File: src/rtl/bus_timer_responder.sv
// bus_timer_responder: CIA-style memory-mapped timer block on the 6502 bus.
// Decodes a 16-byte window at BASE, returns read data combinationally and
// commits writes on the rising clock edge (single-cycle bus model).
// Contains a 16-bit reloadable down-counter with prescaler, an underflow
// interrupt and a scratch register.
//
// Ports:
//   clk    system clock, all state changes on the rising edge
//   reset  synchronous active-low reset
//   ab     CPU address bus
//   dout   CPU write data (the CPU's "do" bus; "do" is a reserved word)
//   we     CPU write enable, 1 = write cycle
//   di     read data to CPU, 8'h00 unless a read hits the window
//   sel    window hit, used by the top level to mux di
//   irq    registered active-high interrupt request
module bus_timer_responder #(
    parameter logic [15:0] BASE     = 16'hDC00,
    parameter int unsigned PRESCALE = 1
) (
    input  logic        clk,
    input  logic        reset,
    input  logic [15:0] ab,
    input  logic [7:0]  dout,
    input  logic        we,
    output logic [7:0]  di,
    output logic        sel,
    output logic        irq
);

    localparam logic [7:0] PreLoad = 8'(PRESCALE - 1);

    logic [15:0] latch_q, latch_d;
    logic [15:0] count_q, count_d;
    logic [7:0]  pre_q, pre_d;
    logic [7:0]  scratch_q, scratch_d;
    logic        start_q, start_d;
    logic        oneshot_q, oneshot_d;
    logic        flag_q, flag_d;
    logic        ien_q, ien_d;
    logic        irq_q, irq_d;

    logic [3:0]  off;
    logic        wr_en, rd_en;
    logic        tick, force_load;

    assign off   = ab[3:0];
    assign sel   = (ab[15:4] == BASE[15:4]);
    assign wr_en = sel & we;
    assign rd_en = sel & ~we;
    assign irq   = irq_q;

    assign tick       = start_q && (pre_q == 8'd0);
    // Force-load takes priority over a same-cycle tick: no decrement, no underflow.
    assign force_load = wr_en && (off == 4'h3) && dout[4];

    always_comb begin
        latch_d   = latch_q;
        count_d   = count_q;
        pre_d     = pre_q;
        scratch_d = scratch_q;
        start_d   = start_q;
        oneshot_d = oneshot_q;
        flag_d    = flag_q;
        ien_d     = ien_q;

        if (!start_q || pre_q == 8'd0) begin
            pre_d = PreLoad;
        end else begin
            pre_d = pre_q - 8'd1;
        end

        // Clear-on-read first so that a same-edge underflow wins.
        if (rd_en && off == 4'h2) begin
            flag_d = 1'b0;
        end

        if (tick && !force_load) begin
            if (count_q == 16'h0000) begin
                count_d = latch_q;
                flag_d  = 1'b1;
                if (oneshot_q) begin
                    start_d = 1'b0;
                end
            end else begin
                count_d = count_q - 16'd1;
            end
        end

        // Bus writes applied last; a CTRL write overrides the one-shot stop.
        if (wr_en) begin
            case (off)
                4'h0: latch_d[7:0] = dout;
                4'h1: begin
                    latch_d[15:8] = dout;
                    if (!start_q) begin
                        count_d = {dout, latch_q[7:0]};
                    end
                end
                4'h2: ien_d = dout[0];
                4'h3: begin
                    start_d   = dout[0];
                    oneshot_d = dout[1];
                    if (dout[4]) begin
                        count_d = latch_q;
                    end
                end
                4'h4: scratch_d = dout;
                default: ;
            endcase
        end

        irq_d = flag_d & ien_d;
    end

    always_comb begin
        di = 8'h00;
        if (rd_en) begin
            case (off)
                4'h0:    di = count_q[7:0];
                4'h1:    di = count_q[15:8];
                4'h2:    di = {irq_q, 6'b0, flag_q};
                4'h3:    di = {6'b0, oneshot_q, start_q};
                4'h4:    di = scratch_q;
                default: di = 8'h00;
            endcase
        end
    end

    always_ff @(posedge clk) begin
        if (!reset) begin
            latch_q   <= 16'hFFFF;
            count_q   <= 16'hFFFF;
            pre_q     <= 8'd0;
            scratch_q <= 8'h00;
            start_q   <= 1'b0;
            oneshot_q <= 1'b0;
            flag_q    <= 1'b0;
            ien_q     <= 1'b0;
            irq_q     <= 1'b0;
        end else begin
            latch_q   <= latch_d;
            count_q   <= count_d;
            pre_q     <= pre_d;
            scratch_q <= scratch_d;
            start_q   <= start_d;
            oneshot_q <= oneshot_d;
            flag_q    <= flag_d;
            ien_q     <= ien_d;
            irq_q     <= irq_d;
        end
    end

endmodule

File: config.mk
export PLATFORM = sky130hd
export DESIGN_NAME = bus_timer_responder
export DESIGN_NICKNAME = d
export VERILOG_FILES = /design/src/rtl/bus_timer_responder.sv
export SDC_FILE = /design/constraint.sdc
export NUM_CORES = 1
export LEC_CHECK = 0
export BUFFER_PORTS_ARGS = -buffer_cell sky130_fd_sc_hd__buf_2
export CORE_ASPECT_RATIO = 1.5
export CORE_MARGIN = 2
export CORE_UTILIZATION = 50
export CTS_BUF_LIST = sky130_fd_sc_hd__clkbuf_8
export DETAILED_ROUTE_END_ITERATION = 10
export PLACE_DENSITY = 0.7
export SETUP_SLACK_MARGIN = 0.05
export SYNTH_ARGS = -nofsm -noshare
export SYNTH_HDL_FRONTEND = slang
export SYNTH_SLANG_ARGS = --single-unit
File: constraint.sdc
create_clock -name clk -period 2.55 [get_ports clk]
set_input_delay 0.255 -clock clk [delete_from_list [all_inputs] [get_ports clk]]
set_output_delay 0.255 -clock clk [all_outputs]
set_load 0.02 [all_outputs]
==> impl_metrics.toml <==
[pwr]
p_int_mw = 1.11
power.switching_uw = 343
powerDensity_nw_per_um2 = 412
seqPwrFrac_pct = 56.9
pwr-share-comb_pct = 6.7
p_clk_share_pct = 36.4
ir_drop_mv = 0.315
swShare_pct = 23.6
power_leakage_nw = 1.55

[clocking]
cts.sinks = 53
cts-root-buf = "clkbuf_8"
ctsLongestPathBuffers = 2
h-tree-depth = 2
post-cts-setup-buffer-count = 0
cts.repair.resized = 0
clkTransAtPathRegs_ns = 0.09
cts_hold_buffers = 0
cts_tree = "yes"
clk_latency_ns = 0.32
numCtsBuffers = 5

[synth]
synth_cell_types = 64
ys_warn_count = 0
yosys-top-cells-area = "dfxtp_1 (34%), mux2i_1 (6.3%), nor2_1 (5.5%)"
ys_seq_area_share_pct = 33.6
yosys-top-cells-count = "dfxtp_1 (53), nor2_1 (46), nand2_1 (35)"
synth_area_um2 = 3160
synth-seq-cells = 53
syn_area_per_cell_um2 = 7.79
synth_top_area_share_pct = 33.6
async_flop_share_pct = 0
synth_fp_nets = 436
yosysTopAreaCell = "dfxtp_1"
syn_inst = 405
yosysMostFrequentCell = "dfxtp_1"
synth_edf_count = 0
ys.flop_type = "dfxtp_1"

[finish]
area_growth_syn_to_layout_pct = 11.8
fin_area_um2 = 3530
utilization_pct = 57.6
num_antenna_cells = 0
nFillCells = 589
drive_gt1_share_pct = 16.8
multi_input_area_um2 = 1920
num-nets-final = 470
regArea_um2 = 1060

[detailed_routing]
avgRoutedWirePerCell_um = 17.9
dr.pass1.iters = 5
routed_wl_um = 9200
drtAntennaViolNets = 0
drtIter0Drc = 214
drc_errors = 0
vias_per_cell = 6.22
num_vias = 3195

[setup_path]
cp-startpoint = "pre_q[4]"
reg2reg_depth = 6
endpoint_kind = "flip-flop"
reg2reg_to = "count_q[15]"
cp.required_ns = 2.75
arrival_ns = 2.43
critical_path_class = "reg2reg"
crit_chain = "nor4_2 > nand4_2 > a31o_2 > o31ai_1 > o21ai_0 > a221o_1"
crit_buf_inv = 0
slowest_stage = "nor4_2"
max_stage_delay_ns = 0.42
crit_fanout = 17
start_kind = "flip-flop"
r2r-start = "pre_q[4]"
critical-path-top-delay-family = "compound AO/OA/AOI/OAI gates"
rrSetupSlack_ns = 0.32

[global_route]
grt_pass1_vias = 3062
antenna_found_initial = 0
grt_pass1_wl_um = 14900
track_usage_pct = 28.5
grt_max_degree = 27
grt_overflow = 0

[place]
io_buffer_count = 36
place_congestion = 0.937
place_area_um2 = 3430
dp_hpwl_um = 6710

[timing]
rsz0062_at_grt = "no"
max-slew-margin-rel_pct = 57.5
fin_tns_setup_ns = 0
layout_min_cycle_time_ns = 2.23
slew_viol_final = 0
timing.fmax_mhz = 449
fin_crit_sh_pct = 87.3
finalHoldViolCount = 0
fin_worst_skew_ns = 0.0161
worst_slew_pin_slew_ns = 0.637
setup_viol = 0

[floorplanning]
fp.dieW_um = 68.9
core-area_um2 = 6130
start_util_pct = 51.5
top_level_ports = 37
die_area_um2 = 6980
rows = 35
die_h_um = 101

[min_path]
hold_path.class = "in2reg"
hp-start = "dout[2]"
hold_path_depth = 3
holdPathEnd = "latch_q[2]"

[run]
cap_violations = 0

[outcome]
status = "complete, no violations"
per-stage QoR:
stage	power, mW	std cells	hold slack (ns)	setup slack, ns
floorplan	0.897	405	0.376	0.517
global route	1.50	514	0.233	0.212
global placement	0.941	506	0.437	0.363
detailed placement	0.942	506	0.447	0.344
finish	1.45	514	0.220	0.323
CTS	1.46	514	0.221	0.358
power groups by stage:
| stage | Clock, mW | Sequential, mW | Combinational [mW] |
|---|---|---|---|
| global route | 0.569 | 0.827 | 0.107 |
| global placement | 0 | 0.846 | 0.0944 |
| finish | 0.528 | 0.827 | 0.0973 |
| CTS | 0.538 | 0.827 | 0.0960 |
| detailed placement | 0 | 0.846 | 0.0954 |
| floorplan | 0 | 0.846 | 0.0510 |
placed cells by master, fill, tap and decap left out, types with 3 or more instances in the layout:
| master | n |
|---|---|
| buf_4 | 14 |
| o31ai_1 | 5 |
| o21ai_0 | 29 |
| inv_1 | 17 |
| o21bai_1 | 4 |
| o211ai_1 | 10 |
| nor2b_1 | 12 |
| mux2i_1 | 20 |
| dfxtp_1 | 53 |
| buf_2 | 36 |
| o21a_1 | 3 |
| ha_1 | 4 |
| nor3_1 | 7 |
| nor2_1 | 46 |
| nand3_1 | 24 |
| or3_1 | 4 |
| o21ai_1 | 4 |
| nand2b_1 | 4 |
| a21oi_1 | 30 |
| nor4_1 | 5 |
| and2_1 | 3 |
| nand4_1 | 4 |
| xor2_1 | 3 |
| nor3b_1 | 4 |
| clkbuf_8 | 7 |
| a21o_1 | 3 |
| and3_1 | 5 |
| o22ai_1 | 4 |
| nand2_1 | 35 |
worst register-to-register path: stages (launching register included):
cell,delay (ns)
dfxtp_1,0.35
nor4_2,0.42
nand4_2,0.23
a31o_2,0.41
o31ai_1,0.29
o21ai_0,0.12
a221o_1,0.31
worst max-delay path by stage:
stage	to	slack (ns)	depth (start not counted)
final	count_q[15]	0.32	6
after global routing	di[1]	0.21	6
after CTS	di[1]	0.36	6
after detailed placement	count_q[15]	0.34	8
after global placement	count_q[15]	0.36	8
after floorplan	di[1]	0.52	5
state kept, by name, summed over array words and instances, names as in the netlist:
signal,cells
flag_q,1
count_q,16
pre_q,8
irq,1
ien_q,1
latch_q,16
scratch_q,8
start_q,1
oneshot_q,1
cells by family after synthesis:
kind of cell    count (synthesis)  share of synthesized area [%]
compound gates                108                           21.5
xor+xnor                        4                           1.11
fa+ha+maj                       4                           1.59
buf+inv                        41                           5.55
flops                          53                           33.6
mux                            20                           6.34
simple gates                  175                           30.3
layer usage:
metal	track usage, %	vias up	wire length [um]
met2	45.3	160	4190
li1	-	1524	-
met3	4.67	44	671
met4	20.7	0	661
met1	33.7	1467	3670
met5	0	-	0
cell type report:
class,instances,share of cell area (%)
clock buffers,7,2.73
well taps,74,2.62
inverters,18,1.91
clock inverters,1,0.142
multi-input cells,311,54.4
repair buffers,50,8.09
flip-flops and latches,53,30.1
No activity file was read; power rests on OpenSTA's default activity.
